===== src/rtl/i2c_touch_slave.sv =====
// I2C target emulating a touch controller register window: device address match,
// 16-bit register pointer with auto-increment, byte reads/writes, user-side update port.
module i2c_touch_slave #(
   parameter logic [6:0]  SLAVE_ADDR = 7'h14,
   parameter logic [15:0] BASE_ADDR  = 16'h8140,
   parameter int          DEPTH      = 32
) (
   input  logic        clk,
   input  logic        rst,
   input  logic        scl_in,
   input  logic        sda_in,
   output logic        sda_oe,
   input  logic        usr_we,
   input  logic [15:0] usr_addr,
   input  logic [7:0]  usr_wdata,
   output logic        wr_valid,
   output logic [15:0] wr_addr,
   output logic [7:0]  wr_data,
   output logic        busy
);

   // state      | meaning
   // IDLE       | waiting for START
   // DEV        | receiving device address + R/W
   // DEV_ACK    | driving ACK for a matched address
   // PTR_HI/LO  | receiving pointer high/low byte
   // *_ACK      | driving ACK for the byte just received
   // WR         | receiving a data byte to store at the pointer
   // RD         | shifting out the byte latched from the pointer
   // RD_ACK     | SDA released, sampling the initiator's ACK/NACK
   typedef enum logic [3:0] {
      S_IDLE, S_DEV, S_DEV_ACK, S_PTR_HI, S_PTR_HI_ACK, S_PTR_LO, S_PTR_LO_ACK,
      S_WR, S_WR_ACK, S_RD, S_RD_ACK
   } state_t;

   localparam int AW = (DEPTH > 1) ? $clog2(DEPTH) : 1;

   state_t      r_state, w_state_nxt;
   logic        r_scl_s1, r_scl_s2, r_scl_h;
   logic        r_sda_s1, r_sda_s2, r_sda_h;
   logic [2:0]  r_cnt;
   logic        r_done;
   logic [7:0]  r_shift;
   logic [7:0]  r_rd_shift;
   logic [15:0] r_ptr;
   logic        r_sda_oe, w_sda_oe_nxt;
   logic        r_wr_valid;
   logic [15:0] r_wr_addr;
   logic [7:0]  r_wr_data;
   logic        r_busy;
   logic [7:0]  r_mem [DEPTH];

   logic        w_scl_rise, w_scl_fall, w_start, w_stop, w_rise, w_fall, w_bit;
   logic        w_rx_state, w_cnt_state, w_match, w_wr_byte_end;
   logic        w_rd_load, w_rd_shift;
   logic [15:0] w_ptr_off, w_usr_off;
   logic        w_ptr_in, w_usr_in;
   logic [AW-1:0] w_ptr_idx, w_usr_idx;
   logic [7:0]  w_rd_byte, w_wr_byte;

   assign w_scl_rise = r_scl_s2 & ~r_scl_h;
   assign w_scl_fall = ~r_scl_s2 & r_scl_h;
   assign w_start    = r_scl_s2 & r_scl_h & ~r_sda_s2 & r_sda_h;
   assign w_stop     = r_scl_s2 & r_scl_h & r_sda_s2 & ~r_sda_h;
   assign w_rise     = w_scl_rise & ~w_start & ~w_stop;
   assign w_fall     = w_scl_fall & ~w_start & ~w_stop;
   assign w_bit      = r_sda_s2;

   assign w_ptr_off = r_ptr - BASE_ADDR;
   assign w_ptr_in  = w_ptr_off < 16'(DEPTH);
   assign w_ptr_idx = w_ptr_off[AW-1:0];
   assign w_usr_off = usr_addr - BASE_ADDR;
   assign w_usr_in  = w_usr_off < 16'(DEPTH);
   assign w_usr_idx = w_usr_off[AW-1:0];
   assign w_rd_byte = w_ptr_in ? r_mem[w_ptr_idx] : 8'h00;
   assign w_wr_byte = {r_shift[6:0], w_bit};

   assign w_rx_state  = (r_state == S_DEV) || (r_state == S_PTR_HI) ||
                        (r_state == S_PTR_LO) || (r_state == S_WR);
   assign w_cnt_state = w_rx_state || (r_state == S_RD);
   assign w_match     = (r_shift[7:1] == SLAVE_ADDR);
   assign w_wr_byte_end = (r_state == S_WR) && w_rise && (r_cnt == 3'd7);

   always_ff @(posedge clk or posedge rst) begin
      if (rst) r_state <= S_IDLE;
      else     r_state <= w_state_nxt;
   end

   // r_shift[0] still holds the R/W bit while in DEV_ACK (no shifting there)
   always_comb begin
      w_state_nxt  = r_state;
      w_sda_oe_nxt = r_sda_oe;
      w_rd_load    = 1'b0;
      w_rd_shift   = 1'b0;
      if (w_start) begin
         w_state_nxt  = S_DEV;
         w_sda_oe_nxt = 1'b0;
      end else if (w_stop) begin
         w_state_nxt  = S_IDLE;
         w_sda_oe_nxt = 1'b0;
      end else begin
         case (r_state)
            S_DEV: if (w_fall && r_done) begin
               w_state_nxt  = w_match ? S_DEV_ACK : S_IDLE;
               w_sda_oe_nxt = w_match;
            end
            S_DEV_ACK: if (w_fall) begin
               if (r_shift[0]) begin
                  w_state_nxt  = S_RD;
                  w_sda_oe_nxt = ~w_rd_byte[7];
                  w_rd_load    = 1'b1;
               end else begin
                  w_state_nxt  = S_PTR_HI;
                  w_sda_oe_nxt = 1'b0;
               end
            end
            S_PTR_HI: if (w_fall && r_done) begin
               w_state_nxt = S_PTR_HI_ACK; w_sda_oe_nxt = 1'b1;
            end
            S_PTR_HI_ACK: if (w_fall) begin
               w_state_nxt = S_PTR_LO; w_sda_oe_nxt = 1'b0;
            end
            S_PTR_LO: if (w_fall && r_done) begin
               w_state_nxt = S_PTR_LO_ACK; w_sda_oe_nxt = 1'b1;
            end
            S_PTR_LO_ACK: if (w_fall) begin
               w_state_nxt = S_WR; w_sda_oe_nxt = 1'b0;
            end
            S_WR: if (w_fall && r_done) begin
               w_state_nxt = S_WR_ACK; w_sda_oe_nxt = 1'b1;
            end
            S_WR_ACK: if (w_fall) begin
               w_state_nxt = S_WR; w_sda_oe_nxt = 1'b0;
            end
            S_RD: if (w_fall) begin
               if (r_done) begin
                  w_state_nxt  = S_RD_ACK;
                  w_sda_oe_nxt = 1'b0;
               end else begin
                  w_sda_oe_nxt = ~r_rd_shift[6];
                  w_rd_shift   = 1'b1;
               end
            end
            S_RD_ACK: if (w_rise && w_bit) begin
               w_state_nxt = S_IDLE;
            end else if (w_fall) begin
               w_state_nxt  = S_RD;
               w_sda_oe_nxt = ~w_rd_byte[7];
               w_rd_load    = 1'b1;
            end
            default: ;
         endcase
      end
   end

   always_ff @(posedge clk or posedge rst) begin
      if (rst) begin
         {r_scl_s1, r_scl_s2, r_scl_h} <= 3'b111;
         {r_sda_s1, r_sda_s2, r_sda_h} <= 3'b111;
         r_cnt      <= 3'd0;
         r_done     <= 1'b0;
         r_shift    <= 8'h00;
         r_rd_shift <= 8'h00;
         r_ptr      <= 16'h0000;
         r_sda_oe   <= 1'b0;
         r_wr_valid <= 1'b0;
         r_wr_addr  <= 16'h0000;
         r_wr_data  <= 8'h00;
         r_busy     <= 1'b0;
         for (int i = 0; i < DEPTH; i++) r_mem[i] <= 8'h00;
      end else begin
         {r_scl_s1, r_scl_s2, r_scl_h} <= {scl_in, r_scl_s1, r_scl_s2};
         {r_sda_s1, r_sda_s2, r_sda_h} <= {sda_in, r_sda_s1, r_sda_s2};
         r_sda_oe   <= w_sda_oe_nxt;
         r_wr_valid <= 1'b0;

         if (w_start || (w_state_nxt != r_state)) begin
            r_cnt  <= 3'd0;
            r_done <= 1'b0;
         end else if (w_rise && w_cnt_state) begin
            r_cnt <= r_cnt + 3'd1;
            if (r_cnt == 3'd7) r_done <= 1'b1;
         end
         if (w_rise && w_rx_state) r_shift <= w_wr_byte;

         if (w_rd_load)       r_rd_shift <= w_rd_byte;
         else if (w_rd_shift) r_rd_shift <= {r_rd_shift[6:0], 1'b0};

         if (w_state_nxt == S_IDLE)         r_busy <= 1'b0;
         else if (w_state_nxt == S_DEV_ACK) r_busy <= 1'b1;

         if (r_state == S_PTR_HI && w_state_nxt == S_PTR_HI_ACK)
            r_ptr[15:8] <= r_shift;
         else if (r_state == S_PTR_LO && w_state_nxt == S_PTR_LO_ACK)
            r_ptr[7:0] <= r_shift;
         else if (w_wr_byte_end || (r_state == S_RD_ACK && w_rise && !w_bit))
            r_ptr <= r_ptr + 16'd1;

         if (w_wr_byte_end) begin
            r_wr_valid <= 1'b1;
            r_wr_addr  <= r_ptr;
            r_wr_data  <= w_wr_byte;
            if (w_ptr_in) r_mem[w_ptr_idx] <= w_wr_byte;
         end
         // placed after the bus write so a same-register user write wins
         if (usr_we && w_usr_in) r_mem[w_usr_idx] <= usr_wdata;
      end
   end

   assign sda_oe   = r_sda_oe;
   assign wr_valid = r_wr_valid;
   assign wr_addr  = r_wr_addr;
   assign wr_data  = r_wr_data;
   assign busy     = r_busy;

endmodule

===== config.mk =====
export PLATFORM = sky130hd
export DESIGN_NAME = i2c_touch_slave
export DESIGN_NICKNAME = d
export VERILOG_FILES = /design/src/rtl/i2c_touch_slave.sv
export SDC_FILE = /design/constraint.sdc
export NUM_CORES = 1
export LEC_CHECK = 0
export CELL_PAD_IN_SITES_DETAIL_PLACEMENT = 1
export CELL_PAD_IN_SITES_GLOBAL_PLACEMENT = 2
export CORE_ASPECT_RATIO = 1.75
export CORE_UTILIZATION = 25
export DETAILED_ROUTE_END_ITERATION = 10
export PLACE_DENSITY_LB_ADDON = 0.2
export SLEW_MARGIN = 20
export SYNTH_ARGS = -nofsm -noshare
export SYNTH_HDL_FRONTEND = slang
export SYNTH_SLANG_ARGS = --single-unit
export TNS_END_PERCENT = 1

===== constraint.sdc =====
create_clock -name clk -period 25.5 [get_ports clk]
set_input_delay 2.55 -clock clk [delete_from_list [all_inputs] [get_ports clk]]
set_output_delay 2.55 -clock clk [all_outputs]
set_load 0.02 [all_outputs]

==> out/results.ini <==
[route]
avgViaCountPerCell = 5.10
drt_iter0_markers = 814
wl_um = 70500
drt-pass1-iter-count = 4
drc_errors = 0
vias = 13800
routedWlPerCell_um = 26.2
antenna_left = 0

[timing]
max_slew_margin = 0.277
tns_ns = 0
whs_ns = 0.357
drv_slew = 0
worstMarginPinSlew_ns = 1.08
hold_viol = 0
post-route-min-period_ns = 4.86
rsz0062_at_grt = false
fmax_ghz = 0.206
finClkSkew_ns = 0.0189
period_share = 0.191
finalSetupViolations = 0

[power]
internal_power_mw = 0.939
p_sw_mw = 0.475
switching_share = 0.336
peakVddDrop_mv = 0.0380
pwr-share-clk = 0.396
power.total_mw = 1.41
p_comb_frac = 0.205
leakage_nw = 6.89
powerDensity_nw_per_um2 = 67.6
p_seq_frac = 0.399

[critical_path]
crit_buf_inv = 1
critPathSlowestCell = nand3_1
cp_top_family = simple AND/OR/NAND/NOR gates
cp_max_fo = 16
worstSetupPathType = in -> reg
start_kind = primary input
required_ns = 25.90
end_kind = register
crit_chain = clkdlybuf4s50_1 > nor4b_1 > and4b_1 > nand3_1 > nor2_1 > a21oi_1
worstPathArrival_ns = 5.26
max_stage_delay_ns = 0.74

[floorplan]
num_rows = 130
fp.dieArea_um2 = 73900
dieWidth_um = 206
core-area_um2 = 71900
start_util = 0.253
io_pins = 56
die_h_um = 359

[global_route]
grt_pass1_vias = 14900
antenna_found_initial = 4
grt_pass1_wl_um = 106000
grtUsageMet3 = 0.0196
met2_usage = 0.364
grtUsageTotal = 0.195
busiest_layer = met2
grt_use_met1 = 0.225
grt_overflow = 0
grt_start_max_net_pins = 75

[job]
drv_cap = 0

[cts]
cts_made_buffers = 37
cts-resized-gates = 0
postCtsSetupRepairBufs = 0
clk_path_buf_depth = 3
cts_sinks = 328
ctsHoldBuffers = 0
clk_pin_slew_worst_paths_ns = 0.06
cts_tree = yes
h-tree-depth = 2
clk_latency_ns = 0.56
cts_root_buf = clkbuf_16

[synth]
synth_area_um2 = 18200
postSynthAreaPerCell_um2 = 10.3
synth_warnings = 0
synthFlopType = dfrtp_1
netlist_instances = 1768
synthesis.nets = 1803
synthArstFlopShare = 1.00
ys_seq_area_frac = 0.452
synth-edff-count = 0
synth_seq_cells = 328
synth_cell_types = 69

[final_layout]
layout-drive-gt1-share = 0.141
n_antenna_cell = 0
layout_common_cells = dfrtp_1, mux2i_1, nand2_1, nor2_1, a21oi_1
final_nets = 1780
syn_to_final_growth_pct = 14.9
final_common_cell = dfrtp_1

[min_path]
holdCritPathClass = reg -> reg

[placement]
hpwl_um = 45400
io_buffers = 55
place_congestion = 0.814

[status]
status = finished, final reports clean

-- worst register-to-register path, stage by stage (launching register included) --
cell and delay, ns:
dfrtp_4 0.68, buf_4 0.88, ha_1 0.60, nand4_4 0.49, nor3_4 0.75, mux2i_1 0.28, o21ai_1 0.08
-- path summary, 6_finish.rpt --
kind                                 startpoint                    to  slack (ns)  cells after the start
max in group asynchronous                   rst  r_mem[126]$_DFF_PP0_       21.57                      3
min reg2reg                  r_scl_s1$_DFF_PP1_    r_scl_s2$_DFF_PP1_        0.36                      0
max                                usr_addr[10]  r_mem[232]$_DFF_PP0_       20.64                      6
min                          r_scl_s1$_DFF_PP1_    r_scl_s2$_DFF_PP1_        0.36                      0
max reg2reg                r_ptr[1]$_DFFE_PP0P_   r_mem[33]$_DFF_PP0_       21.57                      6
min in group asynchronous                   rst    sda_oe$_DFFE_PP0P_        2.46                      2
-- through the flow --
step | area, um^2 | cells | worst slack, ns | utilization
after floorplan | 18200 | 1768 | 13.88 | -
after global placement | 19700 | 2630 | 20.01 | 0.274
after detailed placement | 19700 | 2630 | 19.96 | 0.274
after CTS | 20900 | 2697 | 20.56 | 0.290
after global routing | 20900 | 2697 | 20.41 | 0.291
final | 20900 | 2697 | 20.64 | 0.291
-- metal layers --
layer  share of wire  routed length (um)
met3           0.023                1600
met4           0.033                2330
met5         0.00069                  49
met2            0.55               38500
met1            0.40               28000
-- power groups by stage --
stage               clock network (mW)  registers, mW  logic (mW)
floorplan                            0          0.557       0.186
global placement                     0          0.574       0.294
detailed placement                   0          0.574       0.297
CTS                              0.581          0.564       0.297
global route                     0.595          0.567       0.312
finish                           0.560          0.564       0.289
-- registers in the layout (all words and copies together) (netlist names), 3 cells and up --
name / flops
r_mem: 256
r_ptr: 16
wr_addr: 16
r_shift: 8
wr_data: 8
r_rd_shift: 7
r_state: 4
r_cnt: 3
-- synth_stat cells (4+ instances only) --
cell type,n,area share
ha_1,6,0.0041
clkbuf_1,106,0.022
dfstp_2,6,0.0087
buf_2,26,0.0072
and3_1,4,0.0014
inv_1,10,0.0021
nand2b_1,12,0.0041
nor2b_1,10,0.0034
nand4_1,15,0.0052
a211oi_1,4,0.0017
o22ai_1,12,0.0041
o21ai_1,138,0.038
nand4_4,4,0.0047
nor3_1,23,0.0063
o21ai_0,27,0.0074
mux4_2,61,0.076
dfrtp_1,322,0.44
mux2_2,16,0.0099
mux2i_1,264,0.15
buf_1,12,0.0025
nand3_1,27,0.0074
or2_2,4,0.0014
nor4_1,12,0.0041
nor3_4,32,0.029
a21oi_1,139,0.038
nand2_1,226,0.047
a31oi_1,4,0.0014
nand3b_1,5,0.0021
xor2_1,14,0.0067
o221ai_1,5,0.0024
nor2_1,156,0.032
-- cell families (layout without fill, tap and decap cells) --
| group | Yosys count | after routing | share of synthesized area |
|---|---|---|---|
| AND/OR/NAND/NOR | 561 | 561 | 0.163 |
| AO/OA/AOI/OAI | 357 | 357 | 0.108 |
| multiplexers | 341 | 341 | 0.231 |
| flip-flops | 328 | 328 | 0.452 |
| buffers and inverters | 158 | 163 | 0.0351 |
| XOR/XNOR | 17 | 17 | 0.00819 |
| adder cells (fa/ha/maj) | 6 | 6 | 0.00413 |
-- layout make-up --
class	instances	area [um^2]
Timing Repair Buffer	86	768
Sequential cell	328	8230
Tap cell	924	1160
Inverter	10	45.0
Multi-Input combinational cell	1282	9490
Clock inverter	11	109
Clock buffer	56	1110
Fill cell	8033	51000
Note: power is estimated with default switching activity, not from simulation.
